==> src/rtl/mips32_pkg.sv <==
// rtl/mips32_pkg.sv - shared pipe_MIPS32 opcodes and boot loader types
// Purpose: opcode constants shared with pipe_MIPS32, loader FSM state
//   encoding and loader error codes.
// Ports: none (package).
package mips32_pkg;

  localparam logic [5:0] OP_ADD   = 6'b000000;
  localparam logic [5:0] OP_SUB   = 6'b000001;
  localparam logic [5:0] OP_AND   = 6'b000010;
  localparam logic [5:0] OP_OR    = 6'b000011;
  localparam logic [5:0] OP_SLT   = 6'b000100;
  localparam logic [5:0] OP_MUL   = 6'b000101;
  localparam logic [5:0] OP_LW    = 6'b001000;
  localparam logic [5:0] OP_SW    = 6'b001001;
  localparam logic [5:0] OP_ADDI  = 6'b001010;
  localparam logic [5:0] OP_SUBI  = 6'b001011;
  localparam logic [5:0] OP_SLTI  = 6'b001100;
  localparam logic [5:0] OP_BNEQZ = 6'b001101;
  localparam logic [5:0] OP_BEQZ  = 6'b001110;
  localparam logic [5:0] OP_HLT   = 6'b111111;

  typedef enum logic [2:0] {
    LD_IDLE,
    LD_LOAD,
    LD_RUN,
    LD_DUMP,
    LD_DONE,
    LD_ERR
  } ld_state_e;

  localparam logic [1:0] ERR_NONE    = 2'd0;
  localparam logic [1:0] ERR_NOHLT   = 2'd1;
  localparam logic [1:0] ERR_RANGE   = 2'd2;
  localparam logic [1:0] ERR_TIMEOUT = 2'd3;

endpackage

==> src/rtl/mips32_dump_seq.sv <==
// rtl/mips32_dump_seq.sv - readback issue counter with 1-cycle rdata alignment
// Purpose: on go, issues count reads starting at base (wrapping mod 2^ADDR_W,
//   folded mod MEM_DEPTH), one per cycle, and presents each word one cycle
//   after its read strobe together with the address it came from.
// Ports:
//   clk1, rst_n      clock, synchronous active-low reset
//   go               one-cycle pulse: latch base/count and start reading
//   base, count      first address and number of words (count > 0 when go)
//   mem_rdata        Mem read data, valid one cycle after mem_re
//   mem_re, rd_addr  read strobe and address (rd_addr is 0 when idle)
//   dump_valid/addr/data  readback word stream
//   dump_last        high with the final dump_valid
module mips32_dump_seq
  import mips32_pkg::*;
#(
  parameter int ADDR_W    = 10,
  parameter int DATA_W    = 32,
  parameter int MEM_DEPTH = 1024
) (
  input  logic              clk1,
  input  logic              rst_n,
  input  logic              go,
  input  logic [ADDR_W-1:0] base,
  input  logic [ADDR_W-1:0] count,
  input  logic [DATA_W-1:0] mem_rdata,
  output logic              mem_re,
  output logic [ADDR_W-1:0] rd_addr,
  output logic              dump_valid,
  output logic [ADDR_W-1:0] dump_addr,
  output logic [DATA_W-1:0] dump_data,
  output logic              dump_last
);

  function automatic logic [ADDR_W-1:0] fold(input logic [ADDR_W-1:0] a);
    return ADDR_W'(32'(a) % 32'(MEM_DEPTH));
  endfunction

  logic              re_q, re_d;
  logic [ADDR_W-1:0] raw_q, raw_d;       // unfolded running address
  logic [ADDR_W-1:0] rem_q, rem_d;       // reads still to issue after the current one
  logic [ADDR_W-1:0] rd_addr_q, rd_addr_d;
  logic              val_q, val_d;
  logic [ADDR_W-1:0] vaddr_q, vaddr_d;
  logic              vlast_q, vlast_d;

  always_comb begin
    re_d      = 1'b0;
    raw_d     = raw_q;
    rem_d     = rem_q;
    rd_addr_d = '0;
    if (go) begin
      re_d      = (count != '0);
      raw_d     = base;
      rem_d     = count - 1'b1;
      rd_addr_d = (count != '0) ? fold(base) : '0;
    end else if (re_q && (rem_q != '0)) begin
      re_d      = 1'b1;
      raw_d     = raw_q + 1'b1;
      rem_d     = rem_q - 1'b1;
      rd_addr_d = fold(raw_q + 1'b1);
    end
    // The word for a read issued this cycle arrives next cycle; carry its
    // address and last-flag along so they line up with mem_rdata.
    val_d   = re_q;
    vaddr_d = re_q ? rd_addr_q : '0;
    vlast_d = re_q && (rem_q == '0);
  end

  always_ff @(posedge clk1) begin
    if (!rst_n) begin
      re_q      <= 1'b0;
      raw_q     <= '0;
      rem_q     <= '0;
      rd_addr_q <= '0;
      val_q     <= 1'b0;
      vaddr_q   <= '0;
      vlast_q   <= 1'b0;
    end else begin
      re_q      <= re_d;
      raw_q     <= raw_d;
      rem_q     <= rem_d;
      rd_addr_q <= rd_addr_d;
      val_q     <= val_d;
      vaddr_q   <= vaddr_d;
      vlast_q   <= vlast_d;
    end
  end

  assign mem_re     = re_q;
  assign rd_addr    = rd_addr_q;
  assign dump_valid = val_q;
  assign dump_addr  = vaddr_q;
  assign dump_data  = val_q ? mem_rdata : '0;
  assign dump_last  = val_q & vlast_q;

endmodule

==> src/rtl/mips32_boot_loader.sv <==
// rtl/mips32_boot_loader.sv - program loader, run supervisor and result dumper for pipe_MIPS32
// Purpose: writes an address+data beat stream into the core's Mem, releases
//   the core until it halts (with a watchdog), then streams a result window
//   of Mem back out.
// Ports:
//   clk1, rst_n                clock, synchronous active-low reset
//   start, dump_base, dump_count   session start and readback window
//   ld_valid/ready/addr/data/last  program image beat stream
//   mem_we/re/addr/wdata/rdata     core Mem port (rdata one cycle after re)
//   cpu_run, cpu_halted        core release and core HALTED flag
//   dump_valid/addr/data       readback stream, no backpressure
//   done, err, err_code        session status, held until next start
module mips32_boot_loader
  import mips32_pkg::*;
#(
  parameter int         ADDR_W         = 10,
  parameter int         DATA_W         = 32,
  parameter int         MEM_DEPTH      = 1024,
  parameter int         TIMEOUT_CYCLES = 1000,
  parameter logic [5:0] HLT_OPCODE     = OP_HLT
) (
  input  logic              clk1,
  input  logic              rst_n,
  input  logic              start,
  input  logic [ADDR_W-1:0] dump_base,
  input  logic [ADDR_W-1:0] dump_count,
  input  logic              ld_valid,
  output logic              ld_ready,
  input  logic [ADDR_W-1:0] ld_addr,
  input  logic [DATA_W-1:0] ld_data,
  input  logic              ld_last,
  output logic              mem_we,
  output logic              mem_re,
  output logic [ADDR_W-1:0] mem_addr,
  output logic [DATA_W-1:0] mem_wdata,
  input  logic [DATA_W-1:0] mem_rdata,
  output logic              cpu_run,
  input  logic              cpu_halted,
  output logic              dump_valid,
  output logic [ADDR_W-1:0] dump_addr,
  output logic [DATA_W-1:0] dump_data,
  output logic              done,
  output logic              err,
  output logic [1:0]        err_code
);

  ld_state_e         state_q, state_d;
  logic              hlt_seen_q, hlt_seen_d;
  logic              fin_q, fin_d;       // last beat taken, its write still in flight
  logic [31:0]       wd_q, wd_d;
  logic [ADDR_W-1:0] base_q, base_d;
  logic [ADDR_W-1:0] count_q, count_d;
  logic              done_q, done_d;
  logic              err_q, err_d;
  logic [1:0]        err_code_q, err_code_d;
  logic              cpu_run_q, cpu_run_d;
  logic              mem_we_q, mem_we_d;
  logic [ADDR_W-1:0] wa_q, wa_d;
  logic [DATA_W-1:0] wdata_q, wdata_d;

  logic              ld_fire;
  logic              in_range;
  logic              beat_hlt;
  logic              dump_go;
  logic              seq_re;
  logic [ADDR_W-1:0] seq_addr;
  logic              seq_last;

  assign ld_ready = (state_q == LD_LOAD) && !fin_q;
  assign ld_fire  = ld_valid && ld_ready;
  assign in_range = 32'(ld_addr) < 32'(MEM_DEPTH);
  assign beat_hlt = (ld_data[DATA_W-1 -: 6] == HLT_OPCODE);

  always_comb begin
    state_d    = state_q;
    hlt_seen_d = hlt_seen_q;
    fin_d      = fin_q;
    wd_d       = wd_q;
    base_d     = base_q;
    count_d    = count_q;
    done_d     = done_q;
    err_d      = err_q;
    err_code_d = err_code_q;
    mem_we_d   = 1'b0;
    wa_d       = '0;
    wdata_d    = '0;
    dump_go    = 1'b0;
    unique case (state_q)
      LD_IDLE, LD_DONE, LD_ERR: begin
        if (start) begin
          state_d    = LD_LOAD;
          done_d     = 1'b0;
          err_d      = 1'b0;
          err_code_d = ERR_NONE;
          hlt_seen_d = 1'b0;
          fin_d      = 1'b0;
          base_d     = dump_base;
          count_d    = dump_count;
        end
      end
      LD_LOAD: begin
        if (fin_q) begin
          // Final write commits on this edge; release the core behind it.
          state_d = LD_RUN;
          fin_d   = 1'b0;
          wd_d    = '0;
        end else if (ld_fire) begin
          if (!in_range) begin
            state_d    = LD_ERR;
            err_d      = 1'b1;
            err_code_d = ERR_RANGE;
          end else begin
            mem_we_d = 1'b1;
            wa_d     = ld_addr;
            wdata_d  = ld_data;
            if (beat_hlt) hlt_seen_d = 1'b1;
            if (ld_last) begin
              if (hlt_seen_q || beat_hlt) begin
                fin_d = 1'b1;
              end else begin
                state_d    = LD_ERR;
                err_d      = 1'b1;
                err_code_d = ERR_NOHLT;
              end
            end
          end
        end
      end
      LD_RUN: begin
        wd_d = wd_q + 32'd1;
        // wd_q == 0 marks the first RUN cycle, where HALTED is still stale.
        if ((wd_q != '0) && cpu_halted) begin
          wd_d = '0;
          if (count_q == '0) begin
            state_d = LD_DONE;
            done_d  = 1'b1;
          end else begin
            state_d = LD_DUMP;
            dump_go = 1'b1;
          end
        end else if (wd_q == 32'(TIMEOUT_CYCLES - 1)) begin
          wd_d       = '0;
          state_d    = LD_ERR;
          err_d      = 1'b1;
          err_code_d = ERR_TIMEOUT;
        end
      end
      LD_DUMP: begin
        if (seq_last) begin
          state_d = LD_DONE;
          done_d  = 1'b1;
        end
      end
      default: state_d = LD_IDLE;
    endcase
    cpu_run_d = (state_d == LD_RUN);
  end

  always_ff @(posedge clk1) begin
    if (!rst_n) begin
      state_q    <= LD_IDLE;
      hlt_seen_q <= 1'b0;
      fin_q      <= 1'b0;
      wd_q       <= '0;
      base_q     <= '0;
      count_q    <= '0;
      done_q     <= 1'b0;
      err_q      <= 1'b0;
      err_code_q <= ERR_NONE;
      cpu_run_q  <= 1'b0;
      mem_we_q   <= 1'b0;
      wa_q       <= '0;
      wdata_q    <= '0;
    end else begin
      state_q    <= state_d;
      hlt_seen_q <= hlt_seen_d;
      fin_q      <= fin_d;
      wd_q       <= wd_d;
      base_q     <= base_d;
      count_q    <= count_d;
      done_q     <= done_d;
      err_q      <= err_d;
      err_code_q <= err_code_d;
      cpu_run_q  <= cpu_run_d;
      mem_we_q   <= mem_we_d;
      wa_q       <= wa_d;
      wdata_q    <= wdata_d;
    end
  end

  mips32_dump_seq #(
    .ADDR_W    (ADDR_W),
    .DATA_W    (DATA_W),
    .MEM_DEPTH (MEM_DEPTH)
  ) u_dump_seq (
    .clk1       (clk1),
    .rst_n      (rst_n),
    .go         (dump_go),
    .base       (base_q),
    .count      (count_q),
    .mem_rdata  (mem_rdata),
    .mem_re     (seq_re),
    .rd_addr    (seq_addr),
    .dump_valid (dump_valid),
    .dump_addr  (dump_addr),
    .dump_data  (dump_data),
    .dump_last  (seq_last)
  );

  // Write and read addresses are both zero when unused and never overlap.
  assign mem_addr  = wa_q | seq_addr;
  assign mem_we    = mem_we_q;
  assign mem_re    = seq_re;
  assign mem_wdata = wdata_q;
  assign cpu_run   = cpu_run_q;
  assign done      = done_q;
  assign err       = err_q;
  assign err_code  = err_code_q;

endmodule

==> config.mk <==
export PLATFORM = sky130hd
export DESIGN_NAME = mips32_boot_loader
export DESIGN_NICKNAME = d
export VERILOG_FILES = /design/src/rtl/mips32_pkg.sv /design/src/rtl/mips32_dump_seq.sv /design/src/rtl/mips32_boot_loader.sv
export SDC_FILE = /design/constraint.sdc
export NUM_CORES = 1
export LEC_CHECK = 0
export CAP_MARGIN = 20
export CORE_UTILIZATION = 43
export CTS_CLUSTER_SIZE = 30
export DETAILED_ROUTE_END_ITERATION = 10
export PLACE_DENSITY = 0.79
export SYNTH_ARGS = -nofsm -noshare
export SYNTH_HDL_FRONTEND = slang
export SYNTH_SLANG_ARGS = --single-unit
==> constraint.sdc <==
create_clock -name clk1 -period 3.22 [get_ports clk1]
set_clock_uncertainty 0.15 [all_clocks]
set_input_delay 0.644 -clock clk1 [delete_from_list [all_inputs] [get_ports clk1]]
set_output_delay 0.644 -clock clk1 [all_outputs]
set_load 0.05 [all_outputs]
==> flow_summary.ini <==
[status]
outcome = finished with violations
failed_checks = design-rule violations

[global_route]
grt_antenna_before_repair = 0
track_usage = 0.228
grt_pass1_vias = 5554
grt_max_degree = 52
overflow = 0
grt_pass1_wl_um = 28500

[hold_path]
min_path_cells = 2
holdCritStartpoint = base_q[6]
holdCritPathClass = register to register
hold_end = base_q[6]

[synthesis]
synth_largest_area_cell = dfxtp_1
synth_area_um2 = 6480
ys_seq_area_frac = 0.454
synth_xor_area_frac = 0.0689
synth-simple-area-share = 0.303
ys_types = 57
synth_ff_type = dfxtp_1
synthAdderAreaFrac = 0.00772
yosys_warnings = 0
synth_edf_count = 0
ys_seq_elements = 147
synth_top_area_frac = 0.454
muxShareOfSynthArea = 0.00463
async_reset_ff_frac = 0
syn-instance-count = 754
avgSynthCellArea_um2 = 8.59
synth_compound_area_frac = 0.124
yosys-top-cells-area = dfxtp_1 45%, and2_1 7.5%, nand2_1 4.9%, a21oi_1 4.3%, nor3_1 3.6%
synth_nets = 858
synth_top_family_by_area = simple AND/OR/NAND/NOR gates

[clocking]
cts_tree = done
post_cts_buffers = 0
numCtsBuffers = 17
path_clk_slew_ns = 0.06
cts_buffer_depth = 2
clock_latency_ns = 0.42
htree_levels = 4
clockRootBuffer = clkbuf_16
clkSinkCount = 147

[timing]
relSlewSlack = 0.465
hold_violations = 0
tightest_slew_ns = 0.782
worst_slack_ns = 0.198
fin_setup_tns_ns = 0
fmax_mhz = 331
setup_violations = 0
slew_violations = 0
fin_crit_sh = 0.939
fin_crit_ns = 3.02

[route]
dr_wl_met2_um = 8610
drt_iter0_markers = 413
postRouteAntennaNets = 0
wl_per_cell_um = 15.4
avgViaCountPerCell = 5.33
drc = 46
met1_length_um = 7310
wl_met3_um = 1450
vias = 6093
drt_pass1_iterations = 8
highest_layer = met4
wl_um = 17700

[final_layout]
fillers = 1205
seq_area_um2 = 2940
layout_commonest_cell = clkdlybuf4s50_1
layout_common_cells = 191 x clkdlybuf4s50_1, 146 x dfxtp_1, 85 x nand2_1
multi_input_area_um2 = 3340
antenna_cells = 0
drive_gt1_frac = 0.0938
final_area_um2 = 9310
fin_util = 0.636
area_growth_pct = 43.7
layout.nets = 1051

[power]
p_sw_w = 0.000985
p_total_w = 0.00411
ir_drop_mv = 0.345
pwr-share-comb = 0.084
p_int_w = 0.00312
swShare = 0.240
p_clk_frac = 0.461
power_frac_seq = 0.455
power_density_nw_per_um2 = 441
p_leak_nw = 3.48

[critical_path]
end_kind = output pin
worstPathCellList = nand2b_1 -> nor3_1 -> clkdlybuf4s50_1
crit_type = register to output pin
reg2reg_setup_slack_ns = 0.23
reg2reg_to = u_dump_seq.rem_q[8]
required_ns = 2.43
crit_arrival_ns = 2.23
critPathMaxStageDelay_ns = 0.87
reg2reg_from = wd_q[28]
crit_slowest_cell = clkdlybuf4s50_1
startpoint_type = register
critPathMaxFanout = 11
worst_r2r_path_depth = 11

[place]
portBuffers = 192
gp_congestion = 0.859
hpwl_um = 12900
dp_worst_setup_slack_ns = 0.131
placed_area_um2 = 8710

[floorplan]
core_area_um2 = 14600
fp-row-count = 44
dieArea_um2 = 15600
start_util = 0.442
die_h_um = 125
ios = 193
die_w_um = 125

[flow_run]
drv_cap = 0
==> flip-flops by register name, summed over array words and instances, names as in the netlist, 2 cells and up <==
signal	flops
mem_wdata	32
wd_q	32
base_q	10
count_q	10
u_dump_seq.dump_addr	10
u_dump_seq.raw_q	10
u_dump_seq.rd_addr	10
u_dump_seq.rem_q	10
wa_q	10
state_q	3
err_code	2
==> area by class of cell <==
class	count	area share
inverters	10	0.00403
well taps	184	0.0247
repair buffers	225	0.235
clock inverters	13	0.0134
multi-input cells	546	0.359
flip-flops and latches	147	0.316
clock buffers	19	0.0476
==> logic make-up after synthesis <==
logic type                 Yosys count
and+or+nand+nor                    364
DFF                                147
AOI/OAI and AO/OA                  124
buffers and inverters               61
xor gates and xnor gates            51
adders and majority gates            4
muxes                                3
==> worst max-delay path by stage <==
stage	startpoint	end	slack, ns	cells after the start
floorplan	wd_q[0]	u_dump_seq.rem_q[8]	0.02	13
global placement	cpu_halted	u_dump_seq.rem_q[8]	0.19	9
detailed placement	cpu_halted	u_dump_seq.rem_q[8]	0.13	9
CTS	wd_q[3]	u_dump_seq.rem_q[8]	0.13	11
global route	wd_q[28]	u_dump_seq.rem_q[4]	-0.02	12
finish	state_q[0]	ld_ready	0.20	3
==> routing by layer <==
metal	GRT usage	vias up
met2	0.390	251
met4	0.0748	0
met1	0.284	2783
met5	0	-
met3	0.0494	23
li1	-	3036
==> power by group through the flow <==
stage	logic (W)	registers (W)	clock network (W)
finish	0.000346	0.00187	0.00190
detailed placement	0.000345	0.00191	0
global placement	0.000342	0.00191	0
floorplan	0.000126	0.00194	0
CTS	0.000346	0.00187	0.00192
global route	0.000372	0.00187	0.00201
==> synthesized netlist by cell type (all sizes together), types with 2 or more instances <==
library cell and count:
or4 2, xnor2 25, nand4 14, nor4b 3, a31oi 2, o31ai 10, o31a 4, nor2b 3
o311ai 2, nor4 19, inv 9, or2 11, xor2 26, o211ai 14, and3 21, nand3b 5
or3 2, nor2 27, a32oi 2, nand2 85, dfxtp 147, mux2i 3, nand2b 4, nand3 30
a21oi 57, and2 78, clkbuf 43, ha 4, nor3 47, o21ai 10, a2111oi 3, nor3b 3
buf 8, a311oi 2, and4 8, a211oi 9
==> worst max-delay path, delay by kind of cell (launching register included) <==
family                 cells  cell delay, ns
buffers and inverters      1            0.87
flip-flops                 1            0.50
AND/OR/NAND/NOR            2            0.43
==> what timing repair did <==
| item | in CTS | in global routing |
|---|---|---|
| resized for setup | 1 | 5 |
| endpoints found under the setup margin | 4 | 2 |
| hold buffers | 0 | 0 |
| pin swaps | 0 | 1 |
==> through the flow <==
stage,instances,hold WS (ns)
6_report,1144,0.324
5_1_grt,1144,0.356
4_1_cts,1144,0.325
3_5_place_dp,1112,0.316
3_3_place_gp,1112,0.310
2_1_floorplan,754,0.287
(Power assumes the default switching activity.)
